File: config.mk
export PLATFORM = sky130hd
export DESIGN_NAME = pwm_output_stage
export DESIGN_NICKNAME = d
export VERILOG_FILES = /design/src/rtl/pwm_pkg.sv /design/src/rtl/pwm_tick_gen.sv /design/src/rtl/pwm_output_stage.sv
export SDC_FILE = /design/constraint.sdc
export NUM_CORES = 1
export LEC_CHECK = 0
export CORE_ASPECT_RATIO = 1.25
export CORE_MARGIN = 10
export CORE_UTILIZATION = 65
export DETAILED_ROUTE_END_ITERATION = 6
export DONT_BUFFER_PORTS = 1
export HOLD_SLACK_MARGIN = 0.05
export PLACE_DENSITY_LB_ADDON = 0.3
export SLEW_MARGIN = 30
export SYNTH_ARGS = -nofsm -noshare
export SYNTH_HDL_FRONTEND = slang
export SYNTH_SLANG_ARGS = --single-unit
File: constraint.sdc
create_clock -name clk -period 2.9 [get_ports clk]
set_input_delay 0.58 -clock clk [delete_from_list [all_inputs] [get_ports clk]]
set_output_delay 0.58 -clock clk [all_outputs]
set_load 0.01 [all_outputs]
File: src/rtl/pwm_pkg.sv
// Shared constants and helpers for the PWM output stage.
// Pure declarations: no latency, no backpressure.
package pwm_pkg;

  localparam int PWM_CNT_W        = 8;
  localparam int NUM_OUT          = 16;
  localparam int DEFAULT_PRESCALE = 13;

  typedef logic [PWM_CNT_W-1:0] pwm_cnt_t;
  typedef logic [NUM_OUT-1:0]   out_vec_t;

  localparam pwm_cnt_t DUTY_FULL = 8'hFF;
  localparam pwm_cnt_t CNT_LAST  = 8'hFF;

  // Full-scale duty is forced high so the pin never drops for the last count.
  function automatic logic pwm_level(input pwm_cnt_t cnt, input pwm_cnt_t duty);
    return (duty == DUTY_FULL) ? 1'b1 : (cnt < duty);
  endfunction

endpackage

File: src/rtl/pwm_tick_gen.sv
// Prescaler: tick is high combinationally while the count sits at PRESCALE-1.
// Free-running, no backpressure; PRESCALE=1 gives a tick every cycle.
module pwm_tick_gen
  import pwm_pkg::*;
#(
  parameter int PRESCALE = DEFAULT_PRESCALE
) (
  input  logic clk,
  input  logic rst_n,
  output logic tick
);

  localparam logic [7:0] PRE_LAST = 8'(PRESCALE - 1);

  logic [7:0] prescale_cnt_q;
  logic [7:0] prescale_cnt_d;

  always_comb begin
    tick           = (prescale_cnt_q == PRE_LAST);
    prescale_cnt_d = tick ? 8'd0 : prescale_cnt_q + 8'd1;
  end

  always_ff @(posedge clk or negedge rst_n) begin
    if (!rst_n) begin
      prescale_cnt_q <= 8'd0;
    end else begin
      prescale_cnt_q <= prescale_cnt_d;
    end
  end

endmodule

File: src/rtl/pwm_output_stage.sv
// 16 registered pins, each static low/high or a shared 8-bit PWM; 1-cycle latency
// from inputs to pins, duty latched only at period wrap; no backpressure.
module pwm_output_stage
  import pwm_pkg::*;
#(
  parameter int PRESCALE = DEFAULT_PRESCALE
) (
  input  logic        clk,
  input  logic        rst_n,
  input  logic [7:0]  en_reg_out_7_0,
  input  logic [7:0]  en_reg_out_15_8,
  input  logic [7:0]  en_reg_pwm_7_0,
  input  logic [7:0]  en_reg_pwm_15_8,
  input  logic [7:0]  pwm_duty_cycle,
  output logic [15:0] out,
  output logic        period_start
);

  logic     tick;
  logic     wrap;
  logic     pwm_sig;
  out_vec_t en;
  out_vec_t pm;

  pwm_cnt_t pwm_cnt_q,      pwm_cnt_d;
  pwm_cnt_t duty_shadow_q,  duty_shadow_d;
  logic     period_start_q, period_start_d;
  out_vec_t out_q,          out_d;

  pwm_tick_gen #(
    .PRESCALE (PRESCALE)
  ) u_tick_gen (
    .clk   (clk),
    .rst_n (rst_n),
    .tick  (tick)
  );

  assign en = {en_reg_out_15_8, en_reg_out_7_0};
  assign pm = {en_reg_pwm_15_8, en_reg_pwm_7_0};

  always_comb begin
    wrap           = tick && (pwm_cnt_q == CNT_LAST);
    pwm_cnt_d      = tick ? pwm_cnt_q + 8'd1 : pwm_cnt_q;
    duty_shadow_d  = wrap ? pwm_duty_cycle : duty_shadow_q;
    period_start_d = wrap;
    pwm_sig        = pwm_level(pwm_cnt_q, duty_shadow_q);
    // Enable dominates; PWM-mode bits follow the shared waveform, others sit high.
    out_d          = en & (~pm | {NUM_OUT{pwm_sig}});
  end

  always_ff @(posedge clk or negedge rst_n) begin
    if (!rst_n) begin
      pwm_cnt_q      <= '0;
      duty_shadow_q  <= '0;
      period_start_q <= 1'b0;
      out_q          <= '0;
    end else begin
      pwm_cnt_q      <= pwm_cnt_d;
      duty_shadow_q  <= duty_shadow_d;
      period_start_q <= period_start_d;
      out_q          <= out_d;
    end
  end

  assign out          = out_q;
  assign period_start = period_start_q;

endmodule

Word-level counts from Yosys, hierarchy flattened
Cells that the tools add are included.

Bits of input ports: 42. Word-level logic and storage cells: 17. Output and inout port bits: 17. Register bits after elaboration: 41.

$add $sub $neg: 2. Bitwise logic cells: 3. Multiplexer cells: 2. Order comparisons: 1. Eq/ne operators: 3. Reductions and logical operators: 1.

Operators by type and width (count): adder 8 x 1 -> 8 bit (second input constant) (2); AND 16 bit (1); == test 8 bit (second input constant) (2); inverter 16 bit (1); bitwise OR 16 bit (1); == test 8 x 4 -> 1 bit (second input constant) (1); less-than comparator 8 bit (1); two-way mux 8 bit (1); logical AND 1 bit (1); two-way mux 1 bit (1).

Logic depth before layout (Yosys ltp)
Gate-level depths: netlist of run 1.

Depth in word-level cells: 4. Gate-level depth with buffers: 7. Gate-level depth less buffers: 6.

Modules after synthesis
A second synthesis of run 1 with hierarchy kept.

Cells, all modules: 144. Area total of the unflattened synthesis: 1873.0 um^2.

Modules (own cells, without submodules): pwm_output_stage (sequential area each 825.8 um^2, times used 1, cells an instance 106, area an instance 1471.4 um^2); pwm_tick_gen (sequential area each 200.2 um^2, times used 1, cells an instance 38, area an instance 401.6 um^2).

Worst setup path after synthesis of run 1
Ideal clock, no wire load.

Path type: register to register. Start point: register pwm_cnt_q[7]. End point: register out_q[10], in the netlist out[10]. Clock period less this slack: 1801 ps. Path buffers: 1. Stages on the path, launching flop included: 7. Data required time: 2765 ps. Arrival: 1666 ps. Setup slack: 1099 ps. Library setup time: 135 ps. Path through: dfrtp_1 ha_1 and4_1 o21ai_0 o32ai_2 clkbuf_1 a21boi_0.

Cells in the longest elaborated chain, start to end: 4.

Ends and longest elaborated chain: start: declaration (line pwm_output_stage.sv:25) `pwm_cnt_t pwm_cnt_q, pwm_cnt_d;`; start signal: assignment (line pwm_output_stage.sv:58) `pwm_cnt_q <= pwm_cnt_d;`; less-than comparator 8 bit (line pwm_pkg.sv:17) `return (duty == DUTY_FULL) ? 1'b1 : (cnt < duty);`; two-way mux 1 bit (line pwm_pkg.sv:17); bitwise OR 16 bit (line pwm_output_stage.sv:48) `out_d = en & (~pm | {NUM_OUT{pwm_sig}});`; AND 16 bit (line pwm_output_stage.sv:48); named net out_d[10] (line pwm_output_stage.sv:28) `out_vec_t out_q, out_d;`; end signal: assignment (line pwm_output_stage.sv:61) `out_q <= out_d;`; end: declaration (line pwm_output_stage.sv:28).

The timed path passes the listed nets, and every way through them passes these cells. A chain may end at the register's enable or synchronous reset.

Final worst setup path of run 1
Start point: register pwm_cnt_q[7]. End point: register out_q[11], in the netlist out[11].

The elaborated chain is that of the path after synthesis.

==> impl_metrics.json, run 1 <==
{
  "drv_slew": 0,
  "vias_per_cell": 5.85,
  "cp_max_fo": 16,
  "p_leak_nw": 0.906,
  "grt_pass1_wl_um": 5820,
  "grt_max_degree": 42,
  "wl_per_cell_um": 19.3,
  "period_minus_slack_ns": 2.16,
  "synth-compound-area-share": 0.103,
  "dieArea_um2": 5320,
  "dr.pass1.iters": 4,
  "hpwl_um": 2810,
  "synth_area_leaders": "dfrtp_1, ha_1, a21boi_0, mux2_2, xnor2_1",
  "hold_class": "primary input to flop",
  "criticalPathCategory": "flop to flop",
  "ys.flop_type": "dfrtp_1",
  "areaGrowthSynthToFinish_pct": 7.78,
  "antenna_found_initial": 0,
  "clk_latency_ns": 0.35,
  "seq_area_frac_synth": 0.565,
  "syn_inst": 143,
  "h-tree-depth": 2,
  "ys_ff_latch": 41,
  "yosys.area_share.simple": 0.125,
  "ant_nets": 0,
  "portBuffers": 0,
  "setup_violations": 0,
  "setup_ws_ns": 0.737,
  "routed_wl_um": 3550,
  "pre_cts_slack_ns": 0.696,
  "worstMarginPinSlew_ns": 0.779,
  "critPathLaunchType": "flop",
  "grt_usage": 0.144,
  "cap_violations": 0,
  "end_kind": "flop",
  "cts_buffers": 5,
  "fmax_mhz": 462,
  "cts.sinks": 41,
  "synth.distinct_cells": 29,
  "synth_xor_area_frac": 0.0627,
  "crit_arrival_ns": 2.36,
  "maxSlewHeadroom": 0.480,
  "peakVddDrop_mv": 0.486,
  "synth.largest_area_cell": "dfrtp_1",
  "drtIter0Drc": 25,
  "via_count": 1076,
  "synth_edf_count": 0,
  "cts.path.max_buffers": 2,
  "cts_tree": "built",
  "fill_cells": 192,
  "period_share": 0.746,
  "path_clk_slew_ns": 0.12,
  "synthMuxAreaShare": 0.0496,
  "required_ns": 3.10,
  "grt-ovfl-total": 0,
  "clock_skew_ns": 0.0133,
  "grt_pass1_vias": 1239,
  "finalHoldViolations": 0,
  "rsz0062_at_grt": "false",
  "core_um2": 2680,
  "post_cts_buffers": 0,
  "regArea_um2": 1030,
  "synth_area_per_cell_um2": 12.7,
  "synth_top_family_by_area": "simple AND/OR/NAND/NOR gates",
  "gp_congestion": 0.778,
  "root_buffer": "clkbuf_4",
  "antenna_cells": 0,
  "num_rows": 21,
  "outcome": "finished clean",
  "synth_commonest_cells": "dfrtp_1, a21boi_0, ha_1",
  "start_util": 0.678,
  "nets": 201,
  "setup_tns_ns": 0,
  "syn_nets": 195,
  "yosys.cell_count.top_type": "dfrtp_1",
  "drc": 0,
  "cellPowerDensity_nw_per_um2": 507,
  "die_w_um": 67.3,
  "die-height_um": 79.1,
  "multi_input_area_um2": 742,
  "ios": 59,
  "synthAdderAreaFrac": 0.0689,
  "netlist_area_um2": 1820,
  "synthArstFlopShare": 1.00,
  "drive_gt1_frac": 0.147,
  "ys_warn_count": 0,
  "synth_top_area_frac": 0.565
}
## path summary, 6_finish.rpt
path | from | endpoint | cells after the start | slack (ns)
min in group asynchronous | rst_n | pwm_cnt_q[5] | 2 | 0.67
worst max-delay path | pwm_cnt_q[7] | out[11] | 5 | 0.74
max in group asynchronous | rst_n | out[15] | 2 | 2.02
worst min-delay path | en_reg_pwm_15_8[6] | out[14] | 1 | 0.31
worst max register to register | pwm_cnt_q[7] | out[11] | 5 | 0.74
worst min register to register | pwm_cnt_q[5] | pwm_cnt_q[5] | 1 | 0.51
## placed cells by master (no fill, tap or decap), drive strengths merged, types with 2 or more instances in the layout
master,instances
a21boi,16
and3,2
clkbuf,5
dfrtp,41
ha,10
inv,9
mux2,8
nand2,7
nand3,3
nand4,7
nor2,7
nor3,5
xnor2,8
xor2,5
## sequential cells by signal, indices dropped and copies added, names as in the netlist
signal and cells:
out 16, duty_shadow_q 8, pwm_cnt_q 8, u_tick_gen.prescale_cnt_q 8, period_start 1
## worst max-delay path, stage by stage, from the launching register on
cell and delay, ns:
dfrtp_1 0.45, ha_1 0.33, and4_1 0.18, o21ai_0 0.10, o32ai_2 0.72, a21boi_0 0.23
## stage by stage
stage | area, um^2 | utilization | hold WS (ns) | power [W] | std cells
finish | 1960 | 0.731 | 0.307 | 0.000992 | 184
floorplan | 1820 | - | 0.284 | 0.000610 | 143
global placement | 1840 | 0.688 | 0.286 | 0.000614 | 174
CTS | 1960 | 0.731 | 0.290 | 0.00100 | 184
detailed placement | 1840 | 0.688 | 0.286 | 0.000615 | 174
global route | 1960 | 0.731 | 0.282 | 0.00103 | 184
## kinds of logic (layout without fill, tap and decap cells)
group / count (synthesis) / in the layout
buf+inv: 12 / 19
compound gates: 23 / 23
fa+ha+maj: 10 / 10
flops: 41 / 41
xor+xnor: 13 / 13
mux: 8 / 8
simple gates: 36 / 36
## metal layers
layer	vias up	track usage	share of wire
met5	-	0	0
met4	0	0.0494	0.011
met3	4	0.0885	0.12
met2	51	0.222	0.47
met1	510	0.157	0.40
li1	511	-	-
## power breakdown
group          internal (W)  switching, W
sequential         0.000583     0.0000116
combinational    0.00000918     0.0000137
clock              0.000183      0.000192
## cell type report
cell class,count,share of cell area
clock buffers,5,0.0192
clock inverters,3,0.0236
inverters,9,0.0173
multi-input cells,90,0.379
flip-flops and latches,41,0.524
well taps,34,0.0217
repair buffers,2,0.0153
## timing repair
action,CTS,global route
gates resized for setup,0,0
hold buffers,2,0
hold endpoints to repair,41,0
Power figures use the tool's default switching activity.
==> run 2, diff against run 1 <==
--- a/config.mk
+++ b/config.mk
@@ -5,9 +5,10 @@
 export SDC_FILE = /design/constraint.sdc
 export NUM_CORES = 1
 export LEC_CHECK = 0
+export ABC_AREA = 1
 export CORE_ASPECT_RATIO = 1.25
 export CORE_MARGIN = 10
-export CORE_UTILIZATION = 65
+export CORE_UTILIZATION = 56
 export DETAILED_ROUTE_END_ITERATION = 6
 export DONT_BUFFER_PORTS = 1
 export HOLD_SLACK_MARGIN = 0.05
==> constraint.sdc (replaced) <==
create_clock -name clk -period 1.9 [get_ports clk]
set_input_delay 0.38 -clock clk [delete_from_list [all_inputs] [get_ports clk]]
set_output_delay 0.38 -clock clk [all_outputs]
set_load 0.01 [all_outputs]
==> impl_metrics.json, run 2 <==
{
  "start_util": 0.586,
  "syn_inst": 211,
  "peakVddDrop_mv": 0.478,
  "holdPathEnd": "out[9]",
  "gp_congestion": 0.794,
  "cellPowerDensity_nw_per_um2": 710,
  "drv_slew": 0,
  "syn_nets": 263,
  "hpwl_um": 3060,
  "fmax_mhz": 603,
  "rrSetupSlack_ns": 0.24,
  "cp_max_fo": 16,
  "grt_pass1_wl_um": 6580,
  "largest_reg_flops": 16,
  "synth-compound-area-share": 0.0440,
  "ys.flop_type": "dfrtp_1",
  "vias_per_cell": 5.21,
  "wl_met2_um": 1920,
  "period_minus_slack_ns": 1.66,
  "seq_area_frac_synth": 0.539,
  "via_count": 1335,
  "mostFrequentLayoutCells": "nand2_1, inv_1, dfrtp_1",
  "drtIter0Drc": 84,
  "synthArstFlopShare": 1.00,
  "hold_class": "primary input to flop",
  "drc": 0,
  "crit-reg2reg-capture": "out[1]",
  "required_ns": 2.13,
  "clk_latency_ns": 0.28,
  "layout_commonest_cell": "nand2_1",
  "fin_area_um2": 2060,
  "fill_cells": 276,
  "dr.pass1.iters": 4,
  "synth_area_per_cell_um2": 9.03,
  "netlist_area_um2": 1900,
  "period_share": 0.872,
  "ant_nets": 0,
  "finalHoldViolations": 0,
  "antenna_found_initial": 0,
  "die_w_um": 72.2,
  "min-delay-start": "en_reg_out_15_8[1]",
  "root_buffer": "clkbuf_8",
  "antenna_cells": 0,
  "core_um2": 3250,
  "grt-ovfl-total": 0,
  "cts.sinks": 41,
  "maxSlewHeadroom": 0.833,
  "worstMarginPinSlew_ns": 0.249,
  "placed_cell_area_um2": 1950,
  "synthMuxAreaShare": 0,
  "ys_warn_count": 0,
  "r2r_cells": 9,
  "die-height_um": 85.2,
  "synth_xor_area_frac": 0.0414,
  "dieArea_um2": 6150,
  "synth_top_family_by_area": "simple AND/OR/NAND/NOR gates",
  "grt_usage": 0.133,
  "cts.path.max_buffers": 2,
  "setup_violations": 0,
  "met3_length_um": 324,
  "rsz0062_at_grt": "false",
  "cap_violations": 0,
  "h-tree-depth": 2,
  "cts_tree": "built",
  "synth_edf_count": 0,
  "num_rows": 23,
  "final_util": 0.633,
  "yosys.cell_count.top_type": "nand2_1",
  "yosys.area_share.simple": 0.217,
  "r2r_start": "pwm_cnt_q[5]",
  "synth.largest_area_cell": "dfrtp_1",
  "ios": 59,
  "grt_pass1_vias": 1458,
  "cts_buffers": 5,
  "routed_wl_um": 3840,
  "synth.distinct_cells": 22,
  "nets": 272,
  "end_kind": "flop",
  "synth_commonest_cells": "nand2_1, inv_1, dfrtp_1",
  "portBuffers": 0,
  "crit_arrival_ns": 1.88,
  "wl_per_cell_um": 15.0,
  "synth_area_leaders": "dfrtp_1, nand2_1, inv_1, ha_1, nand3_1",
  "drive_gt1_frac": 0.0776,
  "wl_met1_um": 1540,
  "critPathLaunchType": "flop",
  "hold_depth": 2,
  "path_clk_slew_ns": 0.07,
  "clock_skew_ns": 0.00249,
  "setup_tns_ns": 0,
  "areaGrowthSynthToFinish_pct": 8.02,
  "top_layer": "met4",
  "grt_max_degree": 42,
  "synthAdderAreaFrac": 0.0657,
  "outcome": "finished clean",
  "p_leak_nw": 1.15,
  "criticalPathCategory": "flop to flop",
  "ys_ff_latch": 41,
  "synth_top_area_frac": 0.539
}
## run 2: metal layers
| metal | up-vias | track usage |
|---|---|---|
| met3 | 6 | 0.0699 |
| met2 | 43 | 0.218 |
| met4 | 0 | 0.0476 |
| met1 | 619 | 0.142 |
| li1 | 667 | - |
| met5 | - | 0 |
## run 2: repair_timing
item	CTS	global route
resized for setup	0	0
hold buffers	2	0
setup endpoints to repair	0	0
endpoints found under the hold margin	41	0
buffers inserted	0	0
## run 2: report_power, final
group	leakage (nW)	internal, W	total, W	switching (W)
Clock	0.0399	0.000242	0.000515	0.000274
Sequential	0.474	0.000890	0.000908	0.0000180
Combinational	0.641	0.0000123	0.0000370	0.0000246
Total	1.15	0.00114	0.00146	0.000316
## run 2: layout make-up
class | instances | area [um^2] | share of cell area
clock buffer | 5 | 68.8 | 0.0335
sequential | 41 | 1030 | 0.499
tap | 37 | 46.3 | 0.0225
timing repair buffer | 5 | 52.6 | 0.0255
multi-input combinational | 125 | 701 | 0.341
inverter | 42 | 158 | 0.0766
clock inverter | 1 | 5.00 | 0.00243
## run 2: worst max-delay path by stage
stage,from,end,slack [ns],cells past startpoint
2_1_floorplan,u_tick_gen.prescale_cnt_q[0],duty_shadow_q[7],0.34,8
3_3_place_gp,pwm_cnt_q[5],out[1],0.30,9
3_5_place_dp,pwm_cnt_q[5],out[6],0.27,9
4_1_cts,pwm_cnt_q[5],out[1],0.25,9
5_1_grt,pwm_cnt_q[5],out[0],0.07,9
6_report,pwm_cnt_q[5],out[1],0.24,9
## run 2: cells by family after synthesis
group,count (synthesis)
flip-flops,41
AND/OR/NAND/NOR,90
buffers and inverters,45
adder cells (fa/ha/maj),10
XOR/XNOR,9
AO/OA/AOI/OAI,16
## run 2: through the flow
step | power [W] | setup WS [ns] | instances | hold WS [ns]
after global routing | 0.00153 | 0.0742 | 256 | 0.185
final | 0.00146 | 0.243 | 256 | 0.195
after global placement | 0.000941 | 0.296 | 248 | 0.0861
after CTS | 0.00147 | 0.254 | 256 | 0.187
after detailed placement | 0.000941 | 0.267 | 248 | 0.0862
after floorplan | 0.000933 | 0.340 | 211 | 0.0844
## run 2: critical path: stages (launching register included)
cell	delay, ns
dfrtp_1	0.43
ha_1	0.33
a21oi_1	0.19
nor2_1	0.06
nor3_1	0.14
nand2_1	0.07
buf_4	0.18
nand3_1	0.08
nand2_1	0.06
inv_1	0.06
==> run 3, diff against run 2 <==
--- a/config.mk
+++ b/config.mk
@@ -6,14 +6,13 @@
 export NUM_CORES = 1
 export LEC_CHECK = 0
 export ABC_AREA = 1
+export BUFFER_PORTS_ARGS = -buffer_cell sky130_fd_sc_hd__buf_4
 export CORE_ASPECT_RATIO = 1.25
-export CORE_MARGIN = 10
-export CORE_UTILIZATION = 56
+export CORE_UTILIZATION = 45
 export DETAILED_ROUTE_END_ITERATION = 6
-export DONT_BUFFER_PORTS = 1
 export HOLD_SLACK_MARGIN = 0.05
 export PLACE_DENSITY_LB_ADDON = 0.3
-export SLEW_MARGIN = 30
+export SLEW_MARGIN = 25
 export SYNTH_ARGS = -nofsm -noshare
 export SYNTH_HDL_FRONTEND = slang
 export SYNTH_SLANG_ARGS = --single-unit
==> impl_metrics.json, run 3 (same netlist as run 2, synthesis figures left out) <==
{
  "portBuffers": 58,
  "dr.pass1.iters": 4,
  "root_buffer": "clkbuf_8",
  "nets": 328,
  "crit_arrival_ns": 1.88,
  "die_w_um": 60.2,
  "drive_gt1_frac": 0.268,
  "post_cts_buffers": 0,
  "dieArea_um2": 4500,
  "rsz0062_at_grt": "false",
  "setup_violations": 0,
  "clock_power_share": 0.357,
  "swShare": 0.210,
  "worstMarginPinSlew_ns": 0.497,
  "cts.path.max_buffers": 2,
  "cap_violations": 0,
  "peakVddDrop_mv": 0.474,
  "ant_nets": 0,
  "regArea_um2": 1030,
  "rrSetupSlack_ns": 0.23,
  "critPathLaunchType": "flop",
  "antenna_found_initial": 0,
  "via_count": 1509,
  "gp_congestion": 0.778,
  "period_minus_slack_ns": 1.67,
  "criticalPathCategory": "flop to flop",
  "power_frac_comb": 0.082,
  "grt_pass1_vias": 1354,
  "finalHoldViolations": 0,
  "r2r_cells": 9,
  "cts_buffers": 5,
  "num_rows": 26,
  "h-tree-depth": 2,
  "required_ns": 2.11,
  "setup_tns_ns": 0,
  "drtIter0Drc": 59,
  "grt_max_degree": 42,
  "layout_commonest_cell": "buf_4",
  "netSwitchingPower_w": 0.000333,
  "p_leak_nw": 1.43,
  "cts_tree": "built",
  "crit_start": "u_tick_gen.prescale_cnt_q[0]",
  "grt_usage": 0.185,
  "fmax_mhz": 600,
  "cellPowerDensity_nw_per_um2": 636,
  "crit-reg2reg-capture": "duty_shadow_q[3]",
  "period_share": 0.876,
  "cp_max_fo": 17,
  "routed_wl_um": 3690,
  "ctsResizeCount": 0,
  "drc": 0,
  "p_total_w": 0.00159,
  "hold_class": "primary input to asynchronous set/reset pin",
  "clock_skew_ns": 0.00726,
  "ctsHoldBuffers": 0,
  "hpwl_um": 2720,
  "cts.sinks": 41,
  "start_util": 0.468,
  "mostFrequentLayoutCells": "buf_4, nand2_1, inv_1",
  "seqPwrFrac": 0.562,
  "fill_cells": 367,
  "multi_input_area_um2": 701,
  "crit_end": "duty_shadow_q[3]",
  "core_um2": 4070,
  "pre_cts_slack_ns": 0.264,
  "areaGrowthSynthToFinish_pct": 31.2,
  "grt-ovfl-total": 0,
  "wl_per_cell_um": 11.1,
  "path_clk_slew_ns": 0.08,
  "outcome": "finished clean",
  "vias_per_cell": 4.55,
  "end_kind": "flop",
  "largest_reg_flops": 16,
  "drv_slew": 0,
  "die-height_um": 74.7,
  "clk_latency_ns": 0.29,
  "grt_pass1_wl_um": 5960,
  "maxSlewHeadroom": 0.669,
  "antenna_cells": 0,
  "ios": 59,
  "setup_ws_ns": 0.235,
  "r2r_start": "u_tick_gen.prescale_cnt_q[0]",
  "internal_power_w": 0.00126
}
-- run 3: changes by cell type in the layout (fill, tap and decap cells not counted) --
cell / change
buf_4: +58
buf_12: -1
clkbuf_1: +1
clkbuf_8: +1
clkinv_2: -1
dlygate4sd3_1: -1
-- run 3: final cells by class --
class                           count  area share
Clock buffer                        7      0.0346
Inverter                           42      0.0631
Multi-Input combinational cell    125       0.280
Sequential cell                    41       0.411
Tap cell                           56      0.0280
Timing Repair Buffer               61       0.183
-- run 3: per-stage QoR --
step                      utilization  std cells  hold WS [ns]  instance area, um^2
after floorplan                     -        211        0.0844                 1900
after global routing            0.614        332        0.0856                 2500
after detailed placement        0.593        325         0.394                 2410
after global placement          0.593        325         0.387                 2410
final                           0.614        332        0.0517                 2500
after CTS                       0.614        332        0.0732                 2500
-- run 3: metal layers --
metal,track usage,vias up,share of wire
met1,0.235,692,0.43
li1,-,777,-
met5,0,-,0
met3,0.0670,7,0.034
met4,0.0853,0,0.022
met2,0.282,33,0.52
-- run 3: critical path: stages, from the launching register on --
cell and delay [ns]:
dfrtp_1 0.40, inv_1 0.08, ha_1 0.17, nand3_2 0.11
nor2_4 0.27, nand2_4 0.09, nor3_4 0.11, buf_4 0.22
nand2_1 0.07, o21ai_0 0.07
-- run 3: worst min-delay path by stage --
| stage | end | slack, ns | depth (start not counted) |
|---|---|---|---|
| after global placement | out[3] | 0.39 | 1 |
| after global routing | out[13] | 0.09 | 1 |
| after CTS | out[13] | 0.07 | 1 |
| final | u_tick_gen.prescale_cnt_q[5] | 0.05 | 1 |
| after detailed placement | out[2] | 0.39 | 1 |
| after floorplan | duty_shadow_q[0] | 0.08 | 0 |
-- run 3: power groups by stage --
stage          Clock, W  Sequential (W)  Combinational (W)
6_report       0.000567        0.000893           0.000130
5_1_grt        0.000615        0.000895           0.000144
4_1_cts        0.000585        0.000893           0.000133
3_5_place_dp          0        0.000910           0.000133
3_3_place_gp          0        0.000911           0.000130
2_1_floorplan         0        0.000921          0.0000126
